--- src/rtl/operand_stage_if.sv ---
// Bus bundle for operand_stage: decoded-instruction input, writeback port and ALU-side output.
// Handshake: a transfer occurs on a rising edge where valid && ready; valid never waits on ready.
interface operand_stage_if #(
  parameter int DATA_W = 32,
  parameter int ADDR_W = 5
);
  logic              in_valid;
  logic              in_ready;
  logic [ADDR_W-1:0] rs;
  logic [ADDR_W-1:0] rt;
  logic [ADDR_W-1:0] rd;
  logic [15:0]       imm;
  logic              alu_src;
  logic              imm_zext;
  logic [3:0]        alu_op_in;
  logic              flush;
  logic              wb_en;
  logic [ADDR_W-1:0] wb_addr;
  logic [DATA_W-1:0] wb_data;
  logic              out_valid;
  logic              out_ready;
  logic [DATA_W-1:0] X;
  logic [DATA_W-1:0] Y;
  logic [3:0]        ALUOp;
  logic [ADDR_W-1:0] rd_out;

  modport slave (
    input  in_valid, rs, rt, rd, imm, alu_src, imm_zext, alu_op_in, flush,
    input  wb_en, wb_addr, wb_data, out_ready,
    output in_ready, out_valid, X, Y, ALUOp, rd_out
  );

  modport master (
    output in_valid, rs, rt, rd, imm, alu_src, imm_zext, alu_op_in, flush,
    output wb_en, wb_addr, wb_data, out_ready,
    input  in_ready, out_valid, X, Y, ALUOp, rd_out
  );
endinterface

--- src/rtl/operand_stage.sv ---
// Operand-fetch stage: register file, immediate extension and a one-entry output register for the ALU.
// Optional macro REG_BYPASS_EN forwards a same-edge writeback into the captured operands.
module operand_stage #(
  parameter int DATA_W = 32,
  parameter int ADDR_W = 5
) (
  input logic           clk,
  input logic           rst,
  operand_stage_if.slave bus
);
  localparam int NREG = 2**ADDR_W;

  logic [DATA_W-1:0] regs [NREG];
  logic [DATA_W-1:0] x_rd;
  logic [DATA_W-1:0] y_rd;
  logic [DATA_W-1:0] imm_ext;
  logic [DATA_W-1:0] y_sel;
  logic              capture;

  // Entry 0 is never written, so it stays at its reset value of zero.
  always_ff @(posedge clk or posedge rst) begin
    if (rst) begin
      for (int i = 0; i < NREG; i++) regs[i] <= '0;
    end else if (bus.wb_en && bus.wb_addr != '0) begin
      regs[bus.wb_addr] <= bus.wb_data;
    end
  end

  always_comb begin
    x_rd = (bus.rs == '0) ? '0 : regs[bus.rs];
    y_rd = (bus.rt == '0) ? '0 : regs[bus.rt];
`ifdef REG_BYPASS_EN
    if (bus.wb_en && bus.wb_addr == bus.rs && bus.rs != '0) x_rd = bus.wb_data;
    if (bus.wb_en && bus.wb_addr == bus.rt && bus.rt != '0 && !bus.alu_src) y_rd = bus.wb_data;
`endif
  end

  assign imm_ext = bus.imm_zext ? {{(DATA_W-16){1'b0}}, bus.imm}
                                : {{(DATA_W-16){bus.imm[15]}}, bus.imm};
  assign y_sel   = bus.alu_src ? imm_ext : y_rd;

  assign bus.in_ready = !bus.flush && (!bus.out_valid || bus.out_ready);
  assign capture      = bus.in_valid && bus.in_ready;

  // Flush wins over drain; operands hold their last values when the entry empties.
  always_ff @(posedge clk or posedge rst) begin
    if (rst) begin
      bus.out_valid <= 1'b0;
      bus.X         <= '0;
      bus.Y         <= '0;
      bus.ALUOp     <= '0;
      bus.rd_out    <= '0;
    end else if (bus.flush) begin
      bus.out_valid <= 1'b0;
    end else if (capture) begin
      bus.out_valid <= 1'b1;
      bus.X         <= x_rd;
      bus.Y         <= y_sel;
      bus.ALUOp     <= bus.alu_op_in;
      bus.rd_out    <= bus.rd;
    end else if (bus.out_ready) begin
      bus.out_valid <= 1'b0;
    end
  end
endmodule

--- src/flat_wrapper.sv ---
// flat-port wrapper written by rule: the top's interface ports become plain ports
module operand_stage_flat 
#(
  parameter int DATA_W = 32,
  parameter int ADDR_W = 5
)
  (clk, rst, bus_in_valid, bus_rs, bus_rt, bus_rd, bus_imm, bus_alu_src, bus_imm_zext, bus_alu_op_in, bus_flush, bus_wb_en, bus_wb_addr, bus_wb_data, bus_out_ready, bus_in_ready, bus_out_valid, bus_X, bus_Y, bus_ALUOp, bus_rd_out);
  operand_stage_if #(.DATA_W(DATA_W), .ADDR_W(ADDR_W)) bus_i ();
  input logic clk;
  input logic rst;
  input wire logic [$bits(bus_i.in_valid)-1:0] bus_in_valid;
  input wire logic [$bits(bus_i.rs)-1:0] bus_rs;
  input wire logic [$bits(bus_i.rt)-1:0] bus_rt;
  input wire logic [$bits(bus_i.rd)-1:0] bus_rd;
  input wire logic [$bits(bus_i.imm)-1:0] bus_imm;
  input wire logic [$bits(bus_i.alu_src)-1:0] bus_alu_src;
  input wire logic [$bits(bus_i.imm_zext)-1:0] bus_imm_zext;
  input wire logic [$bits(bus_i.alu_op_in)-1:0] bus_alu_op_in;
  input wire logic [$bits(bus_i.flush)-1:0] bus_flush;
  input wire logic [$bits(bus_i.wb_en)-1:0] bus_wb_en;
  input wire logic [$bits(bus_i.wb_addr)-1:0] bus_wb_addr;
  input wire logic [$bits(bus_i.wb_data)-1:0] bus_wb_data;
  input wire logic [$bits(bus_i.out_ready)-1:0] bus_out_ready;
  output wire logic [$bits(bus_i.in_ready)-1:0] bus_in_ready;
  output wire logic [$bits(bus_i.out_valid)-1:0] bus_out_valid;
  output wire logic [$bits(bus_i.X)-1:0] bus_X;
  output wire logic [$bits(bus_i.Y)-1:0] bus_Y;
  output wire logic [$bits(bus_i.ALUOp)-1:0] bus_ALUOp;
  output wire logic [$bits(bus_i.rd_out)-1:0] bus_rd_out;
  assign bus_i.in_valid = bus_in_valid;
  assign bus_i.rs = bus_rs;
  assign bus_i.rt = bus_rt;
  assign bus_i.rd = bus_rd;
  assign bus_i.imm = bus_imm;
  assign bus_i.alu_src = bus_alu_src;
  assign bus_i.imm_zext = bus_imm_zext;
  assign bus_i.alu_op_in = bus_alu_op_in;
  assign bus_i.flush = bus_flush;
  assign bus_i.wb_en = bus_wb_en;
  assign bus_i.wb_addr = bus_wb_addr;
  assign bus_i.wb_data = bus_wb_data;
  assign bus_i.out_ready = bus_out_ready;
  assign bus_in_ready = bus_i.in_ready;
  assign bus_out_valid = bus_i.out_valid;
  assign bus_X = bus_i.X;
  assign bus_Y = bus_i.Y;
  assign bus_ALUOp = bus_i.ALUOp;
  assign bus_rd_out = bus_i.rd_out;
  operand_stage #(.DATA_W(DATA_W), .ADDR_W(ADDR_W)) u_core (.clk(clk), .rst(rst), .bus(bus_i));
endmodule
--- config.mk ---
export PLATFORM = sky130hd
export DESIGN_NAME = operand_stage_flat
export DESIGN_NICKNAME = d
export VERILOG_FILES = /design/src/rtl/operand_stage_if.sv /design/src/rtl/operand_stage.sv /design/src/flat_wrapper.sv
export SDC_FILE = /design/constraint.sdc
export NUM_CORES = 2
export LEC_CHECK = 0
export CAP_MARGIN = 5
export CORE_ASPECT_RATIO = 1.4
export CORE_MARGIN = 2
export CORE_UTILIZATION = 40
export CTS_CLUSTER_DIAMETER = 80
export DETAILED_ROUTE_END_ITERATION = 8
export GPL_TIMING_DRIVEN = 0
export SKIP_LAST_GASP = 1
export SYNTH_ARGS = -nofsm -noshare
export SYNTH_HDL_FRONTEND = slang
export SYNTH_SLANG_ARGS = --single-unit
--- constraint.sdc ---
create_clock -name clk -period 37.8 [get_ports clk]
set_input_delay 9.45 -clock clk [delete_from_list [all_inputs] [get_ports clk]]
set_output_delay 9.45 -clock clk [all_outputs]
set_load 0.02 [all_outputs]
# Word-level counts from Yosys, hierarchy flattened
# Cells that the tools add are included.
# op_classes
n_addsub	0
mul	0
div_mod_pow	0
order_cmp	4
eq_ne	0
shift	0
muxes	16
bitwise_logic	4
reduce_logical	12
# op_table
operator	count
1024-bit bitwise mux	1
32-bit binary-select mux with 5-bit select	2
32-bit 2-to-1 mux	9
32-bit demux with 5-bit select	1
6-bit >= comparator (second input constant)	3
5-bit inverter with 6-bit output	3
5-bit zero test	2
6-bit by 1-bit less-than comparator with 1-bit output (second input constant)	1
5-bit nonzero test	1
1-bit logical AND	4
1-bit 2-to-1 mux	3
3-bit nonzero test	1
1-bit zero test	2
2-bit AND reduction	1
1-bit logical OR	1
1-bit inverter	1
# totals
ff_bits	1098
latchBits	0
ramBits	0
rom_bits	0
word_cells	73
n_memories	0

# Logic depth before layout (Yosys ltp)
# depth
word_depth	6
depth_mapped	9

# Worst setup path after synthesis
# Ideal clock, no wire load.
# synth_timing
kind	input to output
startpoint	input port bus_out_ready
endpoint	output port bus_in_ready
arrival_time_ns	9.769
required_time_ns	28.350
slack_ns	18.581
path_stages	2
cell_sequence	nor2b_1 nor2_1
# synth_between
elab_chain_cells	2
# synth_rtl
item	line_no	text
start: declaration	flat_wrapper.sv:23	input wire logic [$bits(bus_i.out_ready)-1:0] bus_out_ready;
1-bit logical OR	operand_stage.sv:42	assign bus.in_ready = !bus.flush && (!bus.out_valid || bus.out_ready);
1-bit logical AND	operand_stage.sv:42	
end: declaration	flat_wrapper.sv:24	output wire logic [$bits(bus_i.in_ready)-1:0] bus_in_ready;
# No other way between the ends.

# Final worst setup path
# Ends and elaborated chain as after synthesis.

==> flow_summary.toml <==
[logic_synthesis]
syn_nets = 4015
synth_top_cell_area_share_pct = 48.1
synth_area_um2 = 57200
synth-seq-cells = 1098
synth_cell_types = 39
synth_warnings = 0
synth_cells = 3935
muxShareOfSynthArea_pct = 41.6
synth_seq_area_share_pct = 48.1
synth_compound_area_share_pct = 4.81
synth_top_family_by_area = "multiplexers"
yosys.area_share.simple_pct = 2.22
synthXorXnorAreaFrac_pct = 0
avgSynthCellArea_um2 = 14.5
synthTopCellsByArea = "dfrtp_1, mux2_2, mux4_2"
yosys.area_share.adder_pct = 0
synth_top_area_cell = "dfrtp_1"

[sta]
fin_crit_sh_pct = 53.2
min_period_ps = 20120
fin_skew_ps = 38.1
setup_viol = 0
slew_headroom_pct = 2.46
slew_violations = 0
rsz0062_at_grt = "false"
worst_slew_pin_slew_ps = 1460
hold_viol = 0
tns_ps = 0
max_freq_mhz = 49.7

[grt]
grtUsageMet1_pct = 33.9
met2_usage_pct = 45.0
grt_use_met3_pct = 3.73
busiest_layer = "met2"
grt_pass1_vias = 39700
antenna_found_initial = 10
grt_pass1_wl_um = 289000
track_usage_pct = 27.9
overflow = 0
grt_start_max_net_pins = 42

[route]
via_per_inst = 6.18
drcViolationCount = 0
wl_um = 203000
first_pass_iters = 5
ant_nets = 0
vias = 38600
wl_per_cell_um = 32.5
dr.first_iter.drc_count = 3343

[clock_tree]
max-clock-path-buffers = 3
ctsResizeCount = 0
numCtsBuffers = 119
cts_root_buf = "clkbuf_16"
cts_tree = "yes"
path_clk_slew_ps = 60
clkSinkCount = 1098
clock_latency_ps = 760
hold_buffers = 0
post_cts_buffers = 0
htree_levels = 3

[floorplanning]
initial_utilization_pct = 40.2
dieArea_um2 = 146000
rows = 164
die_h_um = 451
core_um2 = 142000
io_pins = 155
fp.dieW_um = 323

[worst_setup_path]
worst_setup_path_end_kind = "primary output"
cp.depth = 4
max_stage_delay_ps = 610
critPathBufInv = 2
crit_required_ps = 28350
setup.worst_path.class = "input port to primary output"
path_delay_family = "buffers and inverters"
cp_cell_sequence = "clkdlybuf4s50_1 -> nor2b_1 -> nor2_1 -> clkdlybuf4s50_1"
r2r.worst_path.cells = 6
crit_path_start_kind = "input port"
worstPathMaxFanout = 2
slowest_stage = "clkdlybuf4s50_1"
crit_top_cell = "clkdlybuf4s50_1"
critPathArrivalTime_ps = 10670

[pwr]
finalPower_uw = 3560
powerDensity_nw_per_um2 = 54.1
leakagePower_uw = 0.0284
peakVddDrop_mv = 0.0413

[layout]
fillerInstances = 12800
layout-drive-gt1-share_pct = 40.7
multi_input_area_um2 = 27800
area_growth_pct = 15.0
nets = 4316
layout.area.seq_um2 = 27500

[place]
dp_hpwl_um = 154000
gp_congestion = 0.950
place.port_buffers = 149

[run]
maxCapViolCount = 0

[hold_path]
worstHoldPathType = "flip-flop to flip-flop"
holdPathStages = 1

[run_status]
status = "complete, no violations"
-- area by class of cell --
| cell class | instances | share of cell area (%) |
|---|---|---|
| antenna | 2 | 0.00762 |
| buffer | 432 | 2.80 |
| clock buffer | 180 | 5.42 |
| clock inverter | 44 | 0.743 |
| inverter | 6 | 0.0400 |
| multi-input combinational | 2399 | 42.3 |
| sequential | 1098 | 41.8 |
| tap | 1909 | 3.64 |
| timing repair buffer | 180 | 3.21 |
-- synth_stat cells (all sizes together) --
cell	n
nand2	140
clkbuf	247
o21ai	93
mux4	418
and2	1
o2111a	16
a21o	31
a21oi	32
or3b	1
buf	185
nor2b	2
o22ai	31
dfrtp	1098
mux2i	302
o311ai	1
o221ai	124
nand3	52
and3	18
a221oi	15
nor3	4
inv	6
o211ai	16
nand2b	2
a31oi	1
nor4	2
nor3b	4
or2	2
nor2	53
mux2	1009
a211o	1
nand3b	6
a211oi	5
o21a	16
and3b	1
-- per-layer routing --
metal	vias to the layer above	part of all wire, %
met2	1573	48
met4	8	9.2
met5	-	0.023
met1	20800	37
met3	477	5.6
li1	15700	-
-- state kept, by name (all words and copies together) (netlist names) --
| name | flops |
|---|---|
| u_core.regs | 1024 |
| u_core.bus.X | 32 |
| u_core.bus.Y | 32 |
| u_core.bus.rd_out | 5 |
| u_core.bus.ALUOp | 4 |
| u_core.bus.out_valid | 1 |
-- cells in the final DEF (no fill, tap or decap), types with 10 or more instances in the layout --
| cell | count |
|---|---|
| clkinv_2 | 29 |
| a21o_1 | 31 |
| mux2i_1 | 302 |
| nand2_1 | 140 |
| o22ai_1 | 31 |
| clkbuf_1 | 275 |
| mux2_2 | 1009 |
| o221ai_1 | 124 |
| dfrtp_1 | 1098 |
| nand3_1 | 52 |
| clkbuf_8 | 31 |
| o211ai_1 | 16 |
| o21ai_0 | 93 |
| a21oi_1 | 32 |
| bufinv_16 | 10 |
| and3_1 | 18 |
| clkbuf_16 | 121 |
| a221oi_1 | 15 |
| buf_1 | 76 |
| buf_12 | 31 |
| o2111a_1 | 16 |
| buf_2 | 88 |
| buf_4 | 14 |
| nor2_1 | 53 |
| clkdlybuf4s50_1 | 149 |
| mux4_2 | 418 |
| o21a_1 | 16 |
-- worst paths after layout --
| check | start | slack (ps) | endpoint |
|---|---|---|---|
| min in group asynchronous | rst | 9150 | u_core.regs[932] |
| max in group asynchronous | rst | 26420 | u_core.regs[216] |
| setup reg to reg | u_core.bus.out_valid | 34670 | u_core.bus.Y[17] |
| setup / recovery | bus_out_ready | 17680 | bus_in_ready |
| hold / removal | u_core.regs[992] | 470 | u_core.regs[992] |
| hold reg to reg | u_core.regs[992] | 470 | u_core.regs[992] |
-- where the power goes --
part / total (µW) / internal [µW] / switching (µW)
logic: 768 / 411 / 357
registers: 1570 / 1400 / 170
clock network: 1220 / 714 / 507
total: 3560 / 2520 / 1030
-- stage by stage --
stage / hold slack (ps) / setup WS [ps] / instance area, µm² / utilization [%] / instances
6_report: 474 / 17680 / 65700 / 46.2 / 6250
5_1_grt: 485 / 17620 / 65700 / 46.2 / 6248
4_1_cts: 478 / 17670 / 65700 / 46.2 / 6248
3_5_place_dp: 462 / 17680 / 61700 / 43.4 / 6024
3_3_place_gp: 453 / 5840 / 61000 / 42.9 / 5993
2_1_floorplan: 441 / 13200 / 57200 / - / 3935
-- logic make-up (layout without fill, tap and decap cells) --
logic type,after synthesis,after routing
other,0,2
multiplexers,1729,1729
AND/OR/NAND/NOR,288,288
flip-flops,1098,1098
AO/OA/AOI/OAI,382,382
buffers and inverters,438,842
Note: power is estimated with default switching activity, not from simulation.
